<file path="src/rtl/cavlc_level_ctrl.sv">
`default_nettype none
// ============================================================================
// Module   : cavlc_level_ctrl
// Purpose  : Write/replay sequencer for the CAVLC two-port level buffer.
// Revision : 1.0 - initial release
// ============================================================================
module cavlc_level_ctrl #(
  parameter int DATAW = 8,
  parameter int ADDRW = 4,
  parameter int DEPTH = 16
) (
  input  logic             clk,
  input  logic             rst,
  input  logic             start,
  input  logic [4:0]       lvl_num,
  input  logic             lvl_valid,
  input  logic             lvl_pair,
  input  logic [DATAW-1:0] lvl_in0,
  input  logic [DATAW-1:0] lvl_in1,
  output logic             lvl_ready,
  output logic [ADDRW-1:0] buf_waddr,
  output logic [1:0]       buf_we,
  output logic [1:0]       buf_sel,
  output logic [DATAW-1:0] buf_in0,
  output logic [DATAW-1:0] buf_in1,
  output logic [ADDRW-1:0] buf_raddr,
  output logic             buf_re,
  input  logic [DATAW-1:0] buf_out0,
  input  logic [DATAW-1:0] buf_out1,
  output logic             out_valid,
  input  logic             out_ready,
  output logic             out_pair,
  output logic             out_last,
  output logic [DATAW-1:0] out_lvl0,
  output logic [DATAW-1:0] out_lvl1,
  output logic             blk_done,
  output logic             err
);

  localparam logic [4:0] c_max_num = 5'(DEPTH);

  typedef enum logic [1:0] {
    ST_IDLE  = 2'd0,
    ST_WRITE = 2'd1,
    ST_PRIME = 2'd2,
    ST_READ  = 2'd3
  } state_t;

  state_t     r_state;
  logic [4:0] r_num;
  logic [4:0] r_wptr;
  logic [4:0] r_rd_addr;
  logic       r_out_valid;
  logic       r_blk_done;
  logic       r_err;

  logic       w_in_write;
  logic       w_in_read;
  logic       w_fire;
  logic [4:0] w_wrem;
  logic       w_wr_pair;
  logic       w_wr_single;
  logic [4:0] w_wptr_nxt;
  logic [4:0] w_rrem;
  logic       w_last;
  logic       w_rd_adv;
  logic [4:0] w_raddr;

  assign w_in_write  = (r_state == ST_WRITE);
  assign w_in_read   = (r_state == ST_READ);
  assign w_fire      = lvl_valid & w_in_write;
  assign w_wrem      = r_num - r_wptr;
  // A pair only fits when two slots remain; otherwise fall back to a single write
  assign w_wr_pair   = w_fire & lvl_pair & (w_wrem >= 5'd2);
  assign w_wr_single = w_fire & ~w_wr_pair;
  assign w_wptr_nxt  = r_wptr + (w_wr_pair ? 5'd2 : 5'd1);

  assign w_rrem      = r_num - r_rd_addr;
  assign w_last      = (w_rrem <= 5'd2);
  assign w_rd_adv    = w_in_read & out_ready & ~w_last;
  // Presenting the next pair's address on accept keeps one transfer per cycle,
  // while holding it on stall keeps the buffer outputs stable.
  assign w_raddr     = w_rd_adv ? (r_rd_addr + 5'd2) : r_rd_addr;

  assign lvl_ready = w_in_write;
  assign buf_we    = {w_wr_pair, w_fire};
  assign buf_sel   = w_wr_single ? 2'b01 : 2'b00;
  assign buf_waddr = w_in_write ? r_wptr[ADDRW-1:0] : '0;
  assign buf_in0   = lvl_in0;
  assign buf_in1   = lvl_in1;
  assign buf_re    = (r_state == ST_PRIME) | w_in_read;
  assign buf_raddr = w_in_read ? w_raddr[ADDRW-1:0] : '0;

  assign out_valid = r_out_valid;
  assign out_pair  = (w_rrem >= 5'd2);
  assign out_last  = w_last;
  assign out_lvl0  = buf_out0;
  assign out_lvl1  = buf_out1;
  assign blk_done  = r_blk_done;
  assign err       = r_err;

  always_ff @(posedge clk) begin
    if (rst) begin
      r_state     <= ST_IDLE;
      r_num       <= '0;
      r_wptr      <= '0;
      r_rd_addr   <= '0;
      r_out_valid <= 1'b0;
      r_blk_done  <= 1'b0;
      r_err       <= 1'b0;
    end else begin
      r_blk_done <= 1'b0;
      case (r_state)
        ST_IDLE: begin
          if (start) begin
            if (lvl_num == 5'd0) begin
              r_blk_done <= 1'b1;
            end else begin
              if (lvl_num > c_max_num) begin
                r_num <= c_max_num;
                r_err <= 1'b1;
              end else begin
                r_num <= lvl_num;
              end
              r_wptr  <= '0;
              r_state <= ST_WRITE;
            end
          end
        end
        ST_WRITE: begin
          if (w_fire) begin
            r_wptr <= w_wptr_nxt;
            if (w_wr_single & lvl_pair)
              r_err <= 1'b1;
            if (w_wptr_nxt == r_num)
              r_state <= ST_PRIME;
          end
        end
        ST_PRIME: begin
          r_rd_addr   <= '0;
          r_out_valid <= 1'b1;
          r_state     <= ST_READ;
        end
        ST_READ: begin
          if (out_ready) begin
            if (w_last) begin
              r_out_valid <= 1'b0;
              r_blk_done  <= 1'b1;
              r_state     <= ST_IDLE;
            end else begin
              r_rd_addr <= r_rd_addr + 5'd2;
            end
          end
        end
        default: r_state <= ST_IDLE;
      endcase
    end
  end

endmodule
`default_nettype wire

</file>
<file path="config.mk">
export PLATFORM = sky130hd
export DESIGN_NAME = cavlc_level_ctrl
export DESIGN_NICKNAME = d
export VERILOG_FILES = /design/src/rtl/cavlc_level_ctrl.sv
export SDC_FILE = /design/constraint.sdc
export NUM_CORES = 1
export LEC_CHECK = 0
export ABC_AREA = 1
export BUFFER_PORTS_ARGS = -buffer_cell sky130_fd_sc_hd__clkbuf_2
export CORE_ASPECT_RATIO = 1.5
export CORE_UTILIZATION = 46
export CTS_CLUSTER_SIZE = 8
export DETAILED_ROUTE_END_ITERATION = 10
export PLACE_DENSITY = 0.86
export SYNTH_ARGS = -nofsm -noshare
export SYNTH_HDL_FRONTEND = slang
export SYNTH_SLANG_ARGS = --single-unit
</file>
<file path="constraint.sdc">
create_clock -name clk -period 3.5 [get_ports clk]
set_input_delay 0.875 -clock clk [delete_from_list [all_inputs] [get_ports clk]]
set_output_delay 0.875 -clock clk [all_outputs]
set_load 0.05 [all_outputs]
</file>
-- Word-level counts from Yosys, hierarchy flattened
Index checks and enable logic that the tools add are counted.
- eq/ne operators: 13
- muxes and demuxes: 34
- div/mod/pow operators: 0
- multipliers: 0
- reduce and logical (&&, ||, !) cells: 10
- magnitude comparators: 4
- bitwise logic cells: 11
- add/subtract/negate cells: 4
- shift operators: 0
- operators by type and width (operator ; count):
    two-way mux 5 bit ; 6
    case mux 5 bit (2 select lines) ; 2
    two-way mux 2 bit ; 7
    two-way mux 1 bit ; 12
    two-way mux 4 bit ; 3
    AND reduction 6 bit ; 2
    greater-or-equal comparator 5 x 2 -> 1 bit, second input constant ; 2
    != test 2 bit, second input constant ; 5
    subtractor 5 bit ; 2
    AND reduction 3 bit ; 3
    != test 2 x 1 -> 1 bit, second input constant ; 4
    case mux 2 bit (4 select lines) ; 1
    AND 1 bit ; 7
    case mux 1 bit (2 select lines) ; 3
    adder 5 x 2 -> 5 bit ; 1
    adder 5 x 2 -> 5 bit, second input constant ; 1
    == test 5 bit ; 1
    greater-than comparator 5 bit, second input constant ; 1
    less-or-equal comparator 5 x 2 -> 1 bit, second input constant ; 1
    logical NOT 5 bit ; 1
    == test 2 bit, second input constant ; 2
    AND reduction 4 bit ; 1
    nonzero test 2 bit ; 2
    inverter 1 bit ; 3
    other kinds (3) ; 3
- output and inout port bits: 51
- ROM bits: 0
- word-level logic and storage cells: 83
- bits in writable memories: 0
- register bits: 20
- memories kept: 0
- latch bits: 0
- input bits: 43

-- Logic depth before layout (Yosys ltp)
- depth after elaboration: 10
- depth in mapped cells: 25
- gate-level depth less buffers: 25

-- Worst setup path after synthesis
Ideal clock, no wire load.
- path type: reg2out
- start: reg r_rd_addr[1]
- end: out buf_raddr[1]
- required time: 2625 ps
- cell stages (with the launch flop): 12
- data arrival time: 2238 ps
- path slack: 387 ps
- cells stage by stage: dfxtp_1 inv_1 fa_1 nand3_1 nand2_1 nand2_1 nand2_2 nand3_2 nand3_4 nand2_1 nand2_1 a21oi_1
- word-level cells in the longest chain between the ends: 6
- RTL lines (what ; line ; text):
    start: declaration ; 52 ; logic [4:0] r_rd_addr;
    start signal: assignment ; 151 ; r_rd_addr <= r_rd_addr + 5'd2;
    subtractor 5 bit ; 78 ; assign w_rrem = r_num - r_rd_addr;
    less-or-equal comparator 5 x 2 -> 1 bit ; 79 ; assign w_last = (w_rrem <= 5'd2);
    inverter 1 bit ; 80 ; assign w_rd_adv = w_in_read & out_ready & ~w_last;
    AND 1 bit ; 80 ;
    two-way mux 4 bit * ; 83 ; assign w_raddr = w_rd_adv ? (r_rd_addr + 5'd2) : r_rd_addr;
    two-way mux 4 bit * ; 92 ; assign buf_raddr = w_in_read ? w_raddr[ADDRW-1:0] : '0;
    end: declaration ; 26 ; output logic [ADDRW-1:0] buf_raddr,
Mark *: on every way between the ends. The rest lies on a longest branch, timed or not.

-- Worst setup path in the final report
Ends and elaborated chain as after synthesis.

==> metrics.md <==
| Metric | Value |
|---|---|
| Hold-fix buffer count after cts | 0 |
| Setup-violating endpoint count in the final report | 0 |
| Unrepaired setup endpoints after global routing | false |
| # IOs | between 90 and 100 |
| Floorplan die height | between 80 and 90 µm |
| Number of standard cells in the final layout excluding fillers | 321 |
| Sum of overflow across all layers after global routing | 0 |
| Worst-skew pair later-pin latency | roughly 0.26 ns |
| Number of global-route vias before repair | roughly 1.5k |
| GP Congestion | about 0.85 |
| Placement-stage worst setup slack | around 0.37 ns |
| Clock Pin Slew Worst Setup and Hold Paths | approximately 0.070 ns |
| MaxCap Viol Count | 0 |
| Worst-margin pin slew | 0.531 ns |
| Part of the Yosys area used for sequential elements | 20.3% |
| Tot GR Track Use | approximately 18% |
| Final Max Slew Viols | 0 |
| Post-Synthesis Cell Area | about 1900 µm² |
| Clock Skews | 0.00285 ns |
| Fmax | around 310 MHz |
| Setup_tns | 0 ns |
| Placed Instances | 317 |
| LEAKAGE | slightly below 1 nW |
| Post-route fraction of the period consumed by the critical path | roughly 90% |
| WL final | approximately 3.5 mm |
| Number of iterations in the first detailed-routing pass | 4 |
| Crit path max-delay cell type | fa_1 |
| Cells on worst reg2reg path | 21 |
| N_diodes | 0 |
| Most used cell, CP | nand2_1 |
| Worst hold path type | flop to flop |
| Time the final worst path needs with I/O delays and setup | ~3.2 ns |
| Cells traversed along the worst timing path | inv_1 -> fa_1 -> nand3_1 -> nand2_1 -> nand2_1 -> nand2_2 -> nand3_2 -> nand3_4 -> nand2_1 -> nand2_1 -> a21oi_1 -> clkbuf_2 |
| Final core area utilization | 46.4% |
| Fraction of final layout cells with drive strength greater than 1 | 16.7% |
| Clock sink total | 19 |
| Number of antenna violations at the first check in global routing | 0 |
| Area of the core region | between 3000 and 4000 µm² |
| Critical Path Max Stage Delay | ~0.44 ns |
| Count of mapped cells out of synthesis | roughly 280 |
| Crit path buf inv count | 2 |
| Status | finished clean |
| Maximum clock path buffer count | 2 |
| Nets@finish | between 300 and 400 |
| Post-CTS setup-driven buffer insertion count | 0 |
| Number of distinct library cell variants in the gate-level netlist after synthesis | 29 |
| CP Class | flop to output port |
| Final Hold Fails | 0 |
| Total DRC errors in the routed layout | 0 |
| Kind of start point of the critical path | flop |
| Layout overhead on the synthesized area | -3.00% |
| CTS Buf Count | 3 |
| VDD IR max | ~540 µV |
| Reg2Reg Setup Slack | 0.35 ns |
| Cell Rows | 28 |
| Number of vias after detailed routing | 1589 |
| Yosys Warn Count | 0 |
| Syn avg cell area | about 6.6 µm² |
| WL/cell | approximately 11 µm |
| I/O Buffers | 27 |
| Number of synthesized register bits | 19 |
| Crit path max-delay family | simple AND/OR/NAND/NOR gates |
| Detail-routed via count per cell | 4.95 |
| Dpl hpwl | approximately 2.9 mm |
| DR iter-0 viols | around 40 |
| Worst slew slack as a fraction of its limit | about 64% |
| Horizontal die dimension | 54.2 µm |
| Resized Gates After CTS | 0 |
| Stages on the worst setup path | 12 |
| Arrival time of data at the critical path endpoint | 2.31 ns |
| Cells on Worst Hold Path | 2 |
| Crit path capture type | output port |
| CTS Root Cell | clkbuf_8 |
| Initial core utilization | 47.8% |
| Power Density | around 630 nW/µm² |
| Highest fanout seen on the critical path | 8 |
| Number of nets still failing antenna checks after routing | 0 |
| CP required | ~2.6 ns |
| TritonCTS clock tree | done |
| Worst setup margin | about 0.31 ns |
| Die outline area | roughly 4300 µm² |
| H-tree depth | 1 |
| Pin count of the biggest net entering global routing | 16 |
| Global-route wire length before repair | roughly 5.9 mm |
## worst register-to-register path, delay by kind of cell (launching register included)
family | cells | cell delay (ns)
xor gates and xnor gates | 1 | 0.16
buffers and inverters | 2 | 0.08
and+or+nand+nor | 13 | 1.03
adders and majority gates | 4 | 1.27
DFF | 1 | 0.38
AOI/OAI and AO/OA | 1 | 0.16
## through the flow
stage	power (mW)	instance area, µm²	hold slack, ns
after floorplan	0.983	1880	0.468
after global placement	0.988	1770	0.462
after detailed placement	1.00	1770	0.470
after CTS	1.16	1820	0.488
after global routing	1.26	1820	0.542
final	1.15	1820	0.485
## state kept, by name, summed over array words and instances, names as in the netlist
signal     count
blk_done       1
out_valid      1
r_state        2
r_rd_addr      4
r_num          5
err            1
r_wptr         5
## placed cells by master (no fill, tap or decap), drive strengths merged
| master | synthesis | routed |
|---|---|---|
| a21oi | 20 | 20 |
| nand4 | 3 | 3 |
| o22ai | 1 | 1 |
| nor2 | 20 | 20 |
| nand2 | 77 | 77 |
| xnor2 | 4 | 4 |
| or2 | 1 | 1 |
| conb | 2 | 3 |
| a31oi | 1 | 1 |
| o21ai | 1 | 1 |
| inv | 44 | 44 |
| xor2 | 5 | 5 |
| clkbuf | 1 | 30 |
| ha | 14 | 14 |
| fa | 3 | 3 |
| a211oi | 1 | 1 |
| nand3b | 2 | 2 |
| dfxtp | 19 | 19 |
| clkinv | 0 | 1 |
| o211ai | 2 | 2 |
| nand3 | 24 | 24 |
## cell usage after synthesis
library cell | n | area [µm²]
nand2_1 | 73 | 274
inv_1 | 40 | 150
buf_4 | 37 | 278
a21oi_1 | 20 | 100
nand3_1 | 20 | 100
dfxtp_1 | 19 | 380
nor2_1 | 18 | 67.6
ha_1 | 14 | 175
xor2_1 | 5 | 43.8
inv_2 | 4 | 15.0
nand2_2 | 4 | 25.0
xnor2_1 | 4 | 35.0
fa_1 | 3 | 60.1
nand3_2 | 3 | 30.0
nand4_1 | 3 | 18.8
conb_1 | 2 | 7.51
nand3b_1 | 2 | 15.0
o211ai_1 | 2 | 15.0
a211oi_1 | 1 | 7.51
a31oi_1 | 1 | 6.26
buf_2 | 1 | 5.00
buf_6 | 1 | 11.3
clkbuf_1 | 1 | 3.75
nand3_4 | 1 | 17.5
nor2_2 | 1 | 6.26
nor2_4 | 1 | 11.3
o21ai_0 | 1 | 5.00
o22ai_1 | 1 | 6.26
or2_2 | 1 | 6.26
## report_power, final
part | leakage, nW | switching [mW] | internal (mW)
Clock | 0.0255 | 0.0741 | 0.0792
Sequential | 0.155 | 0.0341 | 0.252
Combinational | 0.784 | 0.498 | 0.216
Total | 0.964 | 0.606 | 0.546
## cell families after synthesis
kind of cell	Yosys count	synth area share, %
AND/OR/NAND/NOR	127	30.5
buffers and inverters	84	24.7
AO/OA/AOI/OAI	26	7.47
flip-flops	19	20.3
adder cells (fa/ha/maj)	17	12.5
XOR/XNOR	9	4.20
other	2	0.400
## final cells by class
type | count | area (µm²)
Tap cell | 45 | 56.3
Clock inverter | 1 | 5.00
Clock buffer | 3 | 41.3
Timing Repair Buffer | 27 | 135
Inverter | 44 | 165
Fill cell | 420 | 2100
Sequential cell | 19 | 380
Multi-Input combinational cell | 182 | 1040
## path summary, 6_finish.rpt
check                                   from            to
worst min-delay path                     err           err
worst min register to register           err           err
worst max register to register     r_wptr[0]    r_state[1]
worst max-delay path            r_rd_addr[1]  buf_raddr[1]
## per-layer routing
| layer | vias to the layer above | track usage (%) | share of wire [%] |
|---|---|---|---|
| met4 | 0 | 8.97 | 2.4 |
| met1 | 704 | 19.5 | 40 |
| met5 | - | 0 | 0 |
| li1 | 831 | - | - |
| met2 | 43 | 31.8 | 52 |
| met3 | 11 | 1.70 | 5.5 |
(Power assumes the default switching activity.)
